===== src/rtl/matmul_pkg.sv =====
// Shared definitions for the 2x2 block matrix-multiply datapath:
// default widths, write-back state encoding and a wrapping signed add helper.
package matmul_pkg;

    localparam int DATA_W = 32;
    localparam int ADDR_W = 9;

    typedef enum logic [2:0] {
        ACCUM,
        WR0,
        WR1,
        WR2,
        WR3
    } wb_state_t;

    typedef struct packed {
        logic              ovf;
        logic [DATA_W-1:0] sum;
    } sadd_t;

    // Two's complement add that wraps; ovf flags a sign flip between equal-signed operands.
    function automatic sadd_t sadd_ovf(input logic signed [DATA_W-1:0] a,
                                       input logic signed [DATA_W-1:0] b);
        sadd_t r;
        r.sum = a + b;
        r.ovf = (a[DATA_W-1] == b[DATA_W-1]) && (r.sum[DATA_W-1] != a[DATA_W-1]);
        return r;
    endfunction

endpackage


===== src/rtl/sat_free_accum.sv =====
// One wrapping signed accumulator. acc_nxt is the value the register takes at the
// coming edge, so the write-back path can capture a tile that completes on that edge.
module sat_free_accum
    import matmul_pkg::*;
#(
    parameter int data_w = DATA_W
) (
    input  logic              clk,
    input  logic              rst,
    input  logic              clr,
    input  logic              en,
    input  logic              zero,
    input  logic [data_w-1:0] din,
    output logic [data_w-1:0] acc_nxt,
    output logic              ovf_hit
);

    logic signed [data_w-1:0] acc;

    function automatic logic [data_w:0] add_wrap(input logic signed [data_w-1:0] a,
                                                  input logic signed [data_w-1:0] b);
        logic signed [data_w-1:0] s;
        s = a + b;
        return {(a[data_w-1] == b[data_w-1]) && (s[data_w-1] != a[data_w-1]), s};
    endfunction

    // clear wins over everything; a coincident valid loads rather than adds
    always_comb begin
        acc_nxt = acc;
        ovf_hit = 1'b0;
        if (clr) begin
            acc_nxt = en ? din : '0;
        end else if (zero) begin
            acc_nxt = '0;
        end else if (en) begin
            {ovf_hit, acc_nxt} = add_wrap(acc, din);
        end
    end

    always_ff @(posedge clk) begin
        if (rst) begin
            acc <= '0;
        end else begin
            acc <= acc_nxt;
        end
    end

endmodule


===== src/rtl/block_accumulator_writer.sv =====
// Accumulates 2x2 partial-product tiles and writes the finished tile back to RAM
// as four sequential word writes (c11, c12, c21, c22).
module block_accumulator_writer
    import matmul_pkg::*;
#(
    parameter int data_w = DATA_W,
    parameter int addr_w = ADDR_W
) (
    input  logic              clk,
    input  logic              rst,
    input  logic              clear,
    input  logic              acc_valid,
    input  logic              last,
    input  logic [data_w-1:0] c_11,
    input  logic [data_w-1:0] c_12,
    input  logic [data_w-1:0] c_21,
    input  logic [data_w-1:0] c_22,
    input  logic [addr_w-1:0] wb_base,
    input  logic [addr_w-1:0] row_stride,
    output logic              in_ready,
    output logic              ram_we,
    output logic [addr_w-1:0] ram_addr,
    output logic [data_w-1:0] ram_wdata,
    output logic              wb_done,
    output logic              ovf,
    output logic              proto_err
);

    wb_state_t         state;
    logic [addr_w-1:0] base_r;
    logic [addr_w-1:0] stride_r;

    logic              accepting;
    logic              accept;
    logic              clr_eff;
    logic              wr_end;
    logic [data_w-1:0] c_in    [4];
    logic [data_w-1:0] acc_nxt [4];
    logic [3:0]        hit;

    assign accepting = (state == ACCUM);
    assign accept    = acc_valid && accepting;
    assign clr_eff   = clear && accepting;
    assign wr_end    = (state == WR3);

    assign c_in[0] = c_11;
    assign c_in[1] = c_12;
    assign c_in[2] = c_21;
    assign c_in[3] = c_22;

    for (genvar i = 0; i < 4; i++) begin : g_acc
        sat_free_accum #(.data_w(data_w)) u_acc (
            .clk     (clk),
            .rst     (rst),
            .clr     (clr_eff),
            .en      (accept),
            .zero    (wr_end),
            .din     (c_in[i]),
            .acc_nxt (acc_nxt[i]),
            .ovf_hit (hit[i])
        );
    end

    // RAM outputs are loaded one state ahead so each WRn cycle presents its own word;
    // accumulators are frozen during write-back, so acc_nxt equals the held value there.
    always_ff @(posedge clk) begin
        if (rst) begin
            state     <= ACCUM;
            in_ready  <= 1'b1;
            ram_we    <= 1'b0;
            ram_addr  <= '0;
            ram_wdata <= '0;
            wb_done   <= 1'b0;
            ovf       <= 1'b0;
            proto_err <= 1'b0;
            base_r    <= '0;
            stride_r  <= '0;
        end else begin
            wb_done   <= 1'b0;
            ram_we    <= 1'b0;
            ram_addr  <= '0;
            ram_wdata <= '0;
            in_ready  <= 1'b0;
            case (state)
                ACCUM: begin
                    if (accept && last) begin
                        state     <= WR0;
                        ram_we    <= 1'b1;
                        ram_addr  <= wb_base;
                        ram_wdata <= acc_nxt[0];
                        base_r    <= wb_base;
                        stride_r  <= row_stride;
                    end else begin
                        in_ready  <= 1'b1;
                    end
                end
                WR0: begin
                    state     <= WR1;
                    ram_we    <= 1'b1;
                    ram_addr  <= base_r + addr_w'(1);
                    ram_wdata <= acc_nxt[1];
                end
                WR1: begin
                    state     <= WR2;
                    ram_we    <= 1'b1;
                    ram_addr  <= base_r + stride_r;
                    ram_wdata <= acc_nxt[2];
                end
                WR2: begin
                    state     <= WR3;
                    ram_we    <= 1'b1;
                    ram_addr  <= base_r + stride_r + addr_w'(1);
                    ram_wdata <= acc_nxt[3];
                end
                WR3: begin
                    state    <= ACCUM;
                    in_ready <= 1'b1;
                    wb_done  <= 1'b1;
                end
                default: begin
                    state    <= ACCUM;
                    in_ready <= 1'b1;
                end
            endcase

            if (clr_eff) begin
                ovf <= 1'b0;
            end else if (|hit) begin
                ovf <= 1'b1;
            end

            if (clr_eff) begin
                proto_err <= 1'b0;
            end else if (acc_valid && !accepting) begin
                proto_err <= 1'b1;
            end
        end
    end

endmodule


===== config.mk =====
export PLATFORM = sky130hd
export DESIGN_NAME = block_accumulator_writer
export DESIGN_NICKNAME = d
export VERILOG_FILES = /design/src/rtl/matmul_pkg.sv /design/src/rtl/sat_free_accum.sv /design/src/rtl/block_accumulator_writer.sv
export SDC_FILE = /design/constraint.sdc
export NUM_CORES = 1
export LEC_CHECK = 0
export CORE_MARGIN = 2
export CORE_UTILIZATION = 50
export DETAILED_ROUTE_END_ITERATION = 12
export PLACE_DENSITY = 0.78
export SETUP_SLACK_MARGIN = 0.3
export SYNTH_ARGS = -nofsm -noshare
export SYNTH_HDL_FRONTEND = slang
export SYNTH_SLANG_ARGS = --single-unit

===== constraint.sdc =====
create_clock -name clk -period 4.4 [get_ports clk]
set_clock_uncertainty 0.15 [all_clocks]
set_input_delay 0.88 -clock clk [delete_from_list [all_inputs] [get_ports clk]]
set_output_delay 0.88 -clock clk [all_outputs]
set_load 0.005 [all_outputs]

# Word level (Yosys, flattened, before mapping)
# Index checks and enable logic that the tools add are counted.
[classes] add_sub_neg=7 eq_ne=13 mux=39 n_reduce_logical=14
[op_table] operator="$mux 32" count=17
[op_table] operator="$add 32x32->32" count=4
[op_table] operator="$pmux 32 s4" count=1
[op_table] operator="$pmux 9 s4" count=1
[op_table] operator="$add 9x1->9 const B" count=2
[op_table] operator="$mux 1" count=15
[op_table] operator="$pmux 3 s4" count=1
[op_table] operator="$add 9x9->9" count=1
[op_table] operator="$mux 9" count=1
[op_table] operator="$logic_and 1x1->1" count=8
[op_table] operator="$eq 3x2->1 const B" count=2
[op_table] operator="$eq 1x1->1" count=4
[op_table] operator="$ne 1x1->1" count=4
[op_table] operator="$pmux 1 s2" count=2
[op_table] operator="$reduce_or 4->1" count=1
[op_table] operator="$eq 3x1->1 const B" count=1
[op_table] operator="$eq 3x3->1 const B" count=1
[op_table] operator="$logic_not 3->1" count=1
[op_table] operator="$mux 3" count=1
[op_table] operator="$reduce_or 3->1" count=1
[op_table] operator="$ne 2x1->1 const B" count=1
[op_table] operator="$reduce_and 2->1" count=1
[op_table] operator="$reduce_or 2->1" count=1
[op_table] operator="$logic_not 1->1" count=1
[totals] reg_bits=195 inputBits=151

# Depth between registers and ports, before layout
# Gate-level depths: netlist (run 1).
[depth] word_depth=7 ltp_mapped=14 ltp_nobuf=14

# By module
# From an unflattened synthesis (run 1), not the netlist that was laid out.
[hier_totals] cells_unflattened=2268 area_unflattened_um2=17287.8
[modules_own_cells] module="sat_free_accum at g_acc[1].u_acc ..." n_inst=3 cells_per_inst=463 area_per_inst_um2=3422.0 seq_area_each_um2=640.6
[modules_own_cells] module="block_accumulator_writer" n_inst=1 cells_per_inst=408 area_per_inst_um2=3617.2 seq_area_each_um2=1341.3
[modules_own_cells] module="sat_free_accum at g_acc[0].u_acc" n_inst=1 cells_per_inst=471 area_per_inst_um2=3404.5 seq_area_each_um2=640.6

# Least setup slack after synthesis (run 1)
# Ideal clock, no wire load.
[synth_path] path_type="in2reg" from="input c_21[0]" to="register ram_wdata[20]" arrival_time_ps=3523 required_time_ps=4118 setup_slack_ps=595 path_stages=13 cell_sequence="ha_1 fa_1 a211oi_1 o21bai_1 o21ai_1 o21ai_1 a31o_2 a21oi_1 o21ai_1 xor2_1 a222oi_1 o22a_1 a21oi_1"
[synth_between] elab_chain_len=5
[synth_rtl] item="start, declared" line="block_accumulator_writer.sv:16" rtl="input logic [data_w-1:0] c_21,"
[synth_rtl] item="$add 32x32->32" line="sat_free_accum.sv:23" rtl="s = a + b;"
[synth_rtl] item="$mux 32" line="sat_free_accum.sv:35" rtl="end else if (en) begin"
[synth_rtl] item="$mux 32" line="sat_free_accum.sv:33" rtl="end else if (zero) begin"
[synth_rtl] item="$mux 32" line="sat_free_accum.sv:31" rtl="if (clr) begin"
[synth_rtl] item="$pmux 32 s4" line="block_accumulator_writer.sv:84" rtl="case (state)"
[synth_rtl] item="end signal, assigned" line="block_accumulator_writer.sv:90" rtl="ram_wdata <= acc_nxt[0];"
[synth_rtl] item="end signal, assigned" line="block_accumulator_writer.sv:101" rtl="ram_wdata <= acc_nxt[1];"
[synth_rtl] item="end signal, assigned" line="block_accumulator_writer.sv:107" rtl="ram_wdata <= acc_nxt[2];"
[synth_rtl] item="end, declared" line="block_accumulator_writer.sv:23" rtl="output logic [data_w-1:0] ram_wdata,"
# Every way passes these cells.
# A chain may end at the register's enable or synchronous reset.

# Worst setup path after layout (run 1)
[layout_path] from="input c_22[4]" to="register ram_wdata[29]"
[layout_between] elab_chain_len=5
[layout_rtl] item="start, declared" line="block_accumulator_writer.sv:17" rtl="input logic [data_w-1:0] c_22,"
[layout_rtl] item="$add 32x32->32" line="sat_free_accum.sv:23"
[layout_rtl] item="$mux 32" line="sat_free_accum.sv:35"
[layout_rtl] item="$mux 32" line="sat_free_accum.sv:33"
[layout_rtl] item="$mux 32" line="sat_free_accum.sv:31"
[layout_rtl] item="$pmux 32 s4" line="block_accumulator_writer.sv:84"
# Every way passes these cells.

==> flow_metrics.tcl, run 1 <==
set metrics [dict create \
    final_cell_area_mm2 0.01865 \
    cts_root_buf "clkbuf_16" \
    p_comb_share_pct 52.2 \
    drt_iter0_drc 1599 \
    fp.dieW_um 177.5 \
    min_period_over_period_pct 90.78 \
    grt_pass1_wl_um 80490 \
    synth_async_sr_flop_share_pct 0 \
    hold_path.class "reg2reg" \
    clk_latency_ns 0.45 \
    drt-total-wl_um 52130 \
    layout_commonest_cell "nand2_1" \
    cts.sinks 195 \
    hpwl_um 38970 \
    worstSetupEndpointType "flop" \
    finalMaxSlewViolations 0 \
    cp.arrival_ns 4.18 \
    area_growth_pct 23.91 \
    ys_seq_area_share_pct 25.94 \
    cts.clk_slew.worst_paths_ns 0.07 \
    status "complete, no violations" \
    port-buffer-count 196 \
    place_congestion 0.9586 \
    antenna_found_initial 1 \
    nNetsFinal 2448 \
    sequentialPowerShare_pct 27.6 \
    switchingPower_uw 3362 \
    dieArea_mm2 0.03150 \
    start_util_pct 50.78 \
    avgSynthCellArea_um2 7.734 \
    synthFlopType "dfxtp_1" \
    max_freq_mhz 250.4 \
    synthesis.nets 2235 \
    tightest_slew_ns 1.084 \
    pwr-share-clk_pct 20.3 \
    leakage_uw 0.007946 \
    powerDensity_mw_per_mm2 434.8 \
    grt_start_max_net_pins 119 \
    dpl.cell_count 2529 \
    final_cell_mix "nand2_1, a21oi_1, dfxtp_1, clkdlybuf4s50_1, nor2_1" \
    num_rows 63 \
    num_vias 16120 \
    wl_per_cell_um 20.34 \
    ir_worst_vdd_uv 325.0 \
    reg2reg_depth 13 \
    grt_pass1_vias 15240 \
    critPathLaunchType "input port" \
    fp.dieH_um 177.5 \
    core-area_mm2 0.02964 \
    synth.distinct_cells 76 \
    critPathRequiredTime_ns 4.59 \
    setup_violations 0 \
    drc 0 \
    gr-usage-all-layers_pct 32.34 \
    via_per_inst 6.288 \
    cap_viol_max_count 0 \
    rsz0062_at_grt "true" \
    crit_fanout 5 \
    critPathKind "in2reg" \
    timing.hold.ws_ns 0.3269 \
    ys_seq_elements 195 \
    hold_violations 0 \
    synthCells 1946 \
    final_layout_size_suffix_gt1_share_pct 9.028 \
    p_sw_share_pct 41.47 \
    max_slew_margin_pct 27.72 \
    cts_max_level 4 \
    antenna_left 0 \
    drt-pass1-iter-count 6 \
    fin_util_pct 62.92 \
    synth_edf_count 0 \
    cts_tree "yes" \
    power_uw 8108 \
    p_int_uw 4746 \
    placedInstanceArea_mm2 0.01794 \
    cts_buffers 17 \
    io_pins 197 \
    gr-total-overflow 0 \
    clock_path_buffers 2 \
    instances_no_fill 2563 \
    yosysWarnings 0 \
    period_minus_slack_ns 3.994 \
    min_path_cells 2 \
    syn_area_mm2 0.01505 \
]
## power by group through the flow
stage	registers [uW]	logic, uW	clock network, uW
floorplan	2220	2680	0
global placement	2250	3980	0
detailed placement	2270	4060	0
CTS	2230	4090	1650
global route	2260	4590	1720
finish	2230	4230	1640
## critical path, stage by stage
cell,delay (ns)
clkdlybuf4s50_1,0.45
ha_1,0.41
a21oi_2,0.11
nor3b_2,0.18
a2111oi_1,0.49
o21ai_1,0.13
buf_4,0.17
a31oi_4,0.22
a2111oi_0,0.13
a31oi_1,0.16
a311oi_1,0.11
a221oi_1,0.29
buf_4,0.20
nand2_1,0.06
a21o_1,0.18
## state kept, by name, indices dropped and copies added (netlist names)
signal	cells
base_r	9
g_acc.u_acc.acc	128
in_ready	1
ovf	1
proto_err	1
ram_addr	9
ram_wdata	32
ram_we	1
state	3
stride_r	9
wb_done	1
## synth_stat cells (8+ instances only)
| cell type | number | share of area, % |
|---|---|---|
| a21oi_1 | 209 | 7.0 |
| nand2_1 | 206 | 5.1 |
| dfxtp_1 | 195 | 26 |
| nor2_1 | 189 | 4.7 |
| ha_1 | 133 | 11 |
| o21ai_0 | 133 | 4.4 |
| clkbuf_1 | 92 | 2.3 |
| a21o_1 | 74 | 3.7 |
| xnor2_1 | 61 | 3.6 |
| xor2_1 | 57 | 3.3 |
| a22oi_1 | 43 | 2.1 |
| and2_1 | 42 | 1.7 |
| inv_1 | 37 | 0.92 |
| a222oi_1 | 34 | 2.3 |
| a22o_1 | 26 | 1.5 |
| o21a_1 | 26 | 1.3 |
| nand3_1 | 25 | 0.83 |
| and3_1 | 23 | 0.96 |
| a211oi_1 | 22 | 1.1 |
| nor3_1 | 22 | 0.73 |
| a31oi_1 | 19 | 0.79 |
| nor2b_1 | 19 | 0.79 |
| o22ai_1 | 19 | 0.79 |
| nand4_1 | 16 | 0.67 |
| mux2i_1 | 15 | 1.0 |
| o21bai_1 | 14 | 0.70 |
| a221oi_1 | 13 | 0.76 |
| nand2b_1 | 12 | 0.50 |
| buf_1 | 11 | 0.27 |
| o211ai_1 | 11 | 0.55 |
| o21ai_1 | 8 | 0.27 |
| or3_1 | 8 | 0.33 |
## through the flow
stage | setup WS, ns | TNS [ns]
after floorplan | 0.5949 | 0
after global placement | -0.1134 | -0.2629
after detailed placement | -0.2130 | -0.6119
after CTS | 0.3135 | 0
after global routing | 0.2150 | 0
final | 0.4057 | 0
## cell type report
| cell class | count | area (um2) |
|---|---|---|
| tap | 390 | 488.0 |
| antenna | 2 | 5.005 |
| multi-input combinational | 1604 | 10720 |
| inverter | 37 | 138.9 |
| clock inverter | 13 | 156.4 |
| sequential | 195 | 3904 |
| clock buffer | 18 | 439.2 |
| timing repair buffer | 304 | 2795 |
| fill | 2593 | 10990 |
## routing by layer
| metal | global-route usage (%) | vias to the layer above | part of all wire (%) | wire [um] |
|---|---|---|---|---|
| met5 | 0 | - | 0 | 0 |
| met1 | 44.46 | 7603 | 43 | 22520 |
| li1 | - | 7629 | - | - |
| met2 | 51.36 | 778 | 44 | 23170 |
| met4 | 11.71 | 0 | 3.3 | 1708 |
| met3 | 4.713 | 105 | 9.1 | 4731 |
## cell families after synthesis
group,count (synthesis),synth area share [%]
flops,195,25.94
xor+xnor,118,6.867
compound gates,730,32.31
mux,16,1.072
simple gates,602,18.37
fa+ha+maj,138,11.72
buf+inv,147,3.725
## worst paths after layout
kind                         start             to  slack (ns)
max                        c_22[4]  ram_wdata[29]        0.41
min                    stride_r[2]    stride_r[2]        0.33
max reg2reg  g_acc[1].u_acc.acc[1]  ram_wdata[27]        0.94
min reg2reg            stride_r[2]    stride_r[2]        0.33
## repair_timing
item,CTS,global route
endpoints found under the setup margin,1,17
gates resized for setup,0,20
pin swaps,1,3
setup buffers,1,0
hold buffers,0,0
Note: power is estimated with default switching activity, not from simulation.
==> inputs of run 2 (changes only) <==
- CORE_UTILIZATION: 50 -> 23
- PLACE_DENSITY: 0.78 -> 0.45
==> run 2 against run 1 <==
Net effect:
- combinational power up 6.1%
- non-clock buffer count up 77
- sequential cell count unchanged
- global-route usage down 14 points
- utilization down 32 points
- count of clock-buffer cells in the layout down 1
- register-to-register slack worse by 0.03 ns
- first-iteration DRC count down 22%
- die area up 110%
- critical path depth down 1
- maximum frequency down 0.20%
==> flow_metrics.tcl, run 2 (same netlist as run 1, synthesis figures left out) <==
set metrics [dict create \
    final_layout_size_suffix_gt1_share_pct 12.05 \
    met3_length_um 2682 \
    critPathRequiredTime_ns 4.60 \
    crit_fanout 4 \
    num_rows 93 \
    cts_buffers 17 \
    clock_path_buffers 2 \
    finalMaxSlewViolations 0 \
    grt_pass1_vias 15340 \
    antenna_cells 0 \
    setup_violations 0 \
    path_cells "clkdlybuf4s50_1, ha_1, a21o_1, o21bai_1, a311o_1, a31o_4, a31o_4, a21o_1, xor2_1, a222oi_1, buf_4, mux2i_1, a22oi_1, o22ai_1" \
    crit_family "compound AO/OA/AOI/OAI gates" \
    ir_worst_vdd_uv 386.4 \
    rsz0062_at_grt "true" \
    drc 0 \
    port-buffer-count 196 \
    grt_pass1_wl_um 93180 \
    critPathLaunchType "input port" \
    cp.arrival_ns 4.21 \
    cts_max_level 4 \
    period_minus_slack_ns 4.002 \
    cts_tree "yes" \
    final_cell_mix "nand2_1, a21oi_1, dfxtp_1, clkdlybuf4s50_1, nor2_1" \
    start_util_pct 23.30 \
    place_congestion 0.9061 \
    drt-pass1-iter-count 8 \
    timing.hold.ws_ns 0.3218 \
    area_growth_pct 31.77 \
    cts_root_buf "clkbuf_16" \
    largest_reg_flops 128 \
    nNetsFinal 2525 \
    gr-usage-all-layers_pct 18.32 \
    io_pins 197 \
    final_cell_area_mm2 0.01983 \
    grt_start_max_net_pins 83 \
    max_freq_mhz 249.9 \
    leakage_uw 0.008335 \
    powerDensity_mw_per_mm2 423.3 \
    rr_startpoint "g_acc[1].u_acc.acc[0]" \
    via_per_inst 5.074 \
    status "complete, no violations" \
    cap_viol_max_count 0 \
    dieArea_mm2 0.06749 \
    fp.dieH_um 259.8 \
    clk_latency_ns 0.52 \
    num_vias 15750 \
    tightest_slew_ns 0.9689 \
    top_regs "g_acc.u_acc.acc (128), ram_wdata (32)" \
    hold_path.class "reg2reg" \
    placedInstanceArea_mm2 0.01914 \
    wl_per_cell_um 20.28 \
    drt_iter0_drc 1254 \
    crit_start "c_12[10]" \
    wl_met2_um 28750 \
    worstHoldStart "stride_r[0]" \
    min_period_over_period_pct 90.96 \
    slowest_delay_ns 0.47 \
    highest_layer "met5" \
    gr-total-overflow 0 \
    max_slew_margin_pct 35.17 \
    drt-total-wl_um 62940 \
    top_register "g_acc.u_acc.acc" \
    fill_cells 6958 \
    fp.dieW_um 259.8 \
    critPathKind "in2reg" \
    cts.sinks 195 \
    worstSetupEndpointType "flop" \
    antenna_found_initial 1 \
    crit_slowest_cell "clkdlybuf4s50_1" \
    cts.clk_slew.worst_paths_ns 0.08 \
    cp_num_buf_inv 2 \
    route.layer.met1.wl_um 30230 \
    antenna_left 0 \
    hpwl_um 48700 \
    core-area_mm2 0.06458 \
    hold_violations 0 \
]
## run 2: worst paths after layout
path,end,slack [ns],depth (start not counted)
min reg2reg,stride_r[0],0.32,2
min,stride_r[0],0.32,2
max reg2reg,ram_wdata[18],0.91,14
max,ram_wdata[27],0.40,14
## run 2: where the power goes
group / total, uW / internal, uW / switching, uW
clock network: 1660 / 761 / 902
logic: 4490 / 1940 / 2560
registers: 2240 / 2050 / 185
## run 2: per-layer routing
layer	vias to the layer above	global-route usage, %
met3	51	2.856
met5	-	0
met1	7543	25.12
li1	7769	-
met4	2	4.981
met2	384	29.68
## run 2: cell type report
type | count | area (um2) | area share, %
Multi-Input combinational cell | 1604 | 10710 | 54.00
Clock buffer | 17 | 425.4 | 2.145
Timing Repair Buffer | 381 | 3423 | 17.26
Sequential cell | 195 | 3904 | 19.69
Inverter | 37 | 138.9 | 0.7004
Clock inverter | 15 | 160.2 | 0.8076
Tap cell | 855 | 1070 | 5.395
## run 2: timing repair
action / in CTS / in global routing
endpoints found under the setup margin: 0 / 26
resized for setup: 0 / 17
hold buffers: 0 / 0
setup buffers: 0 / 2
## run 2: worst register-to-register path, delay by kind of cell (launching register included)
family,cells,cell delay (ns)
and+or+nand+nor,5,0.67
xor gates and xnor gates,1,0.18
buffers and inverters,1,0.21
DFF,1,0.32
adders and majority gates,2,0.64
AOI/OAI and AO/OA,5,1.15
## run 2: through the flow
step | util, % | power (uW) | setup TNS, ns | std cells | setup WS, ns
floorplan | - | 4894 | 0 | 1946 | 0.5949
global placement | 29.64 | 6649 | -2.482 | 3070 | -0.2411
detailed placement | 29.64 | 6668 | -2.505 | 3070 | -0.2138
CTS | 30.55 | 8374 | 0 | 3102 | 0.3285
global route | 30.71 | 8951 | 0 | 3104 | 0.2150
finish | 30.71 | 8394 | 0 | 3104 | 0.3978
==> inputs of run 3 (changes only) <==
- CORE_MARGIN: 2 -> unset
- CORE_UTILIZATION: 23 -> 55
- PLACE_DENSITY: 0.45 -> 0.85
==> run 3 against run 2 <==
Net effect:
- wire length shrank 17%
- die area shrank 58%
- cell count shrank 19%
- first-iteration DRC count grew 66%
- utilization grew 38 points
- critical path type unchanged
- maximum frequency grew 0.36%
- power shrank 4.1%
- critical path depth is the same
- combinational power shrank 5.3%
- register-to-register slack gained 0.05 ns
- sequential power is essentially flat
- sequential share of layout area grew 1.3 points
==> flow_metrics.tcl, run 3 (same netlist as run 1, synthesis figures left out) <==
set metrics [dict create \
    max_freq_mhz 250.7 \
    critPathKind "in2reg" \
    final_cell_mix "nand2_1, a21oi_1, dfxtp_1" \
    rr_startpoint "state[2]" \
    io_pins 197 \
    clock_path_buffers 2 \
    cts_max_level 4 \
    antenna_left 0 \
    top_regs "g_acc.u_acc.acc (128), ram_wdata (32)" \
    setup_violations 0 \
    largest_reg_flops 128 \
    min_period_over_period_pct 90.64 \
    start_util_pct 56.00 \
    fp.dieH_um 167.4 \
    leakage_uw 0.007935 \
    cts.clk_slew.worst_paths_ns 0.08 \
    cts.sinks 195 \
    num_vias 16390 \
    cts_tree "yes" \
    nNetsFinal 2450 \
    max_slew_margin_pct 17.20 \
    gr-total-overflow 0 \
    drc 0 \
    cts_buffers 17 \
    area_growth_pct 23.46 \
    core-area_mm2 0.02688 \
    ir_worst_vdd_uv 262.3 \
    final_layout_size_suffix_gt1_share_pct 9.062 \
    power_uw 8052 \
    ff2ff_setup_slack_ns 0.96 \
    grt_pass1_vias 15340 \
    grt_start_max_net_pins 79 \
    port-buffer-count 196 \
    fill_cells 2210 \
    critPathRequiredTime_ns 4.60 \
    gr-usage-all-layers_pct 36.15 \
    cap_viol_max_count 0 \
    clk_latency_ns 0.45 \
    layout_commonest_cell "nand2_1" \
    crit_start "c_21[0]" \
    via_per_inst 6.505 \
    place_congestion 0.9528 \
    tightest_slew_ns 1.237 \
    wl_per_cell_um 20.63 \
    finalMaxSlewViolations 0 \
    powerDensity_mw_per_mm2 433.4 \
    cts_hold_buf 0 \
    drt-total-wl_um 51960 \
    hpwl_um 38530 \
    rsz0062_at_grt "true" \
    placedInstanceArea_mm2 0.01789 \
    cts_root_buf "clkbuf_16" \
    top_register "g_acc.u_acc.acc" \
    dieArea_mm2 0.02803 \
    drt_iter0_drc 2087 \
    critPathLaunchType "input port" \
    period_minus_slack_ns 3.988 \
    hold_violations 0 \
    cp.arrival_ns 4.18 \
    antenna_found_initial 3 \
    fp.dieW_um 167.4 \
    crit_fanout 3 \
    hold_path.class "reg2reg" \
    drt-pass1-iter-count 8 \
    final_cell_area_mm2 0.01858 \
    worstSetupEndpointType "flop" \
    status "complete, no violations" \
    grt_pass1_wl_um 80550 \
    worstHoldStart "stride_r[3]" \
    num_rows 60 \
]
## run 3: cell count changes in the layout (fill, tap and decap cells not counted), sizes merged
cell and delta:
buf -75, clkdlybuf4s50 -1, dlymetal6s2s +1, clkinv +1, diode +4, inv -1
## run 3: cell type report
| class | instances | area, um2 | area share [%] |
|---|---|---|---|
| flip-flops and latches | 195 | 3904 | 21.01 |
| clock buffers | 17 | 425.4 | 2.290 |
| repair buffers | 306 | 2813 | 15.14 |
| diodes | 4 | 10.01 | 0.05387 |
| multi-input cells | 1604 | 10720 | 57.70 |
| well taps | 341 | 426.7 | 2.296 |
| clock inverters | 15 | 142.6 | 0.7677 |
| inverters | 37 | 138.9 | 0.7475 |
## run 3: through the flow
stage / util, % / setup slack, ns / TNS [ns] / hold WS (ns) / std cells
after floorplan: - / 0.5949 / 0 / 0.2900 / 1946
after global placement: 66.56 / -0.06185 / -0.1258 / 0.3046 / 2481
after detailed placement: 66.56 / -0.1735 / -0.7679 / 0.3038 / 2481
after CTS: 68.69 / 0.3194 / 0 / 0.3156 / 2513
after global routing: 69.12 / 0.2666 / 0 / 0.3350 / 2518
final: 69.13 / 0.4119 / 0 / 0.3173 / 2519
## run 3: power breakdown
part           internal, uW  switching (uW)
Combinational          1790            2470
Clock                   753             808
Sequential             2050             182
Total                  4600            3460
## run 3: path summary, 6_finish.rpt
kind                         to  cells after the start
hold reg to reg     stride_r[3]                      2
setup / recovery  ram_wdata[30]                     14
setup reg to reg  ram_wdata[14]                      9
hold / removal      stride_r[3]                      2
## run 3: routing by layer
| layer | track usage [%] | wire length [um] | vias to the layer above | share of wire (%) |
|---|---|---|---|---|
| li1 | - | - | 7628 | - |
| met1 | 49.65 | 21760 | 7726 | 42 |
| met2 | 56.23 | 22910 | 899 | 44 |
| met3 | 5.602 | 5369 | 133 | 10 |
| met4 | 15.28 | 1910 | 0 | 3.7 |
| met5 | 0 | 0 | - | 0 |
## run 3: critical path, cell delays in order
cell and delay, ns:
clkdlybuf4s50_1 0.43, ha_1 0.25, fa_1 0.43, a211oi_2 0.26, o21bai_1 0.16, o211ai_1 0.32, nand3_1 0.20, a31oi_1 0.24
o31a_1 0.20, xnor2_1 0.07, a222oi_1 0.32, buf_4 0.19, o22ai_1 0.06, o21a_1 0.19
## run 3: repair_timing
item / 4_1_cts / 5_1_grt
gates resized for setup: 1 / 21
pin swaps: 0 / 5
setup endpoints to repair: 2 / 22
setup buffers: 0 / 2
hold endpoints to repair: 0 / 0
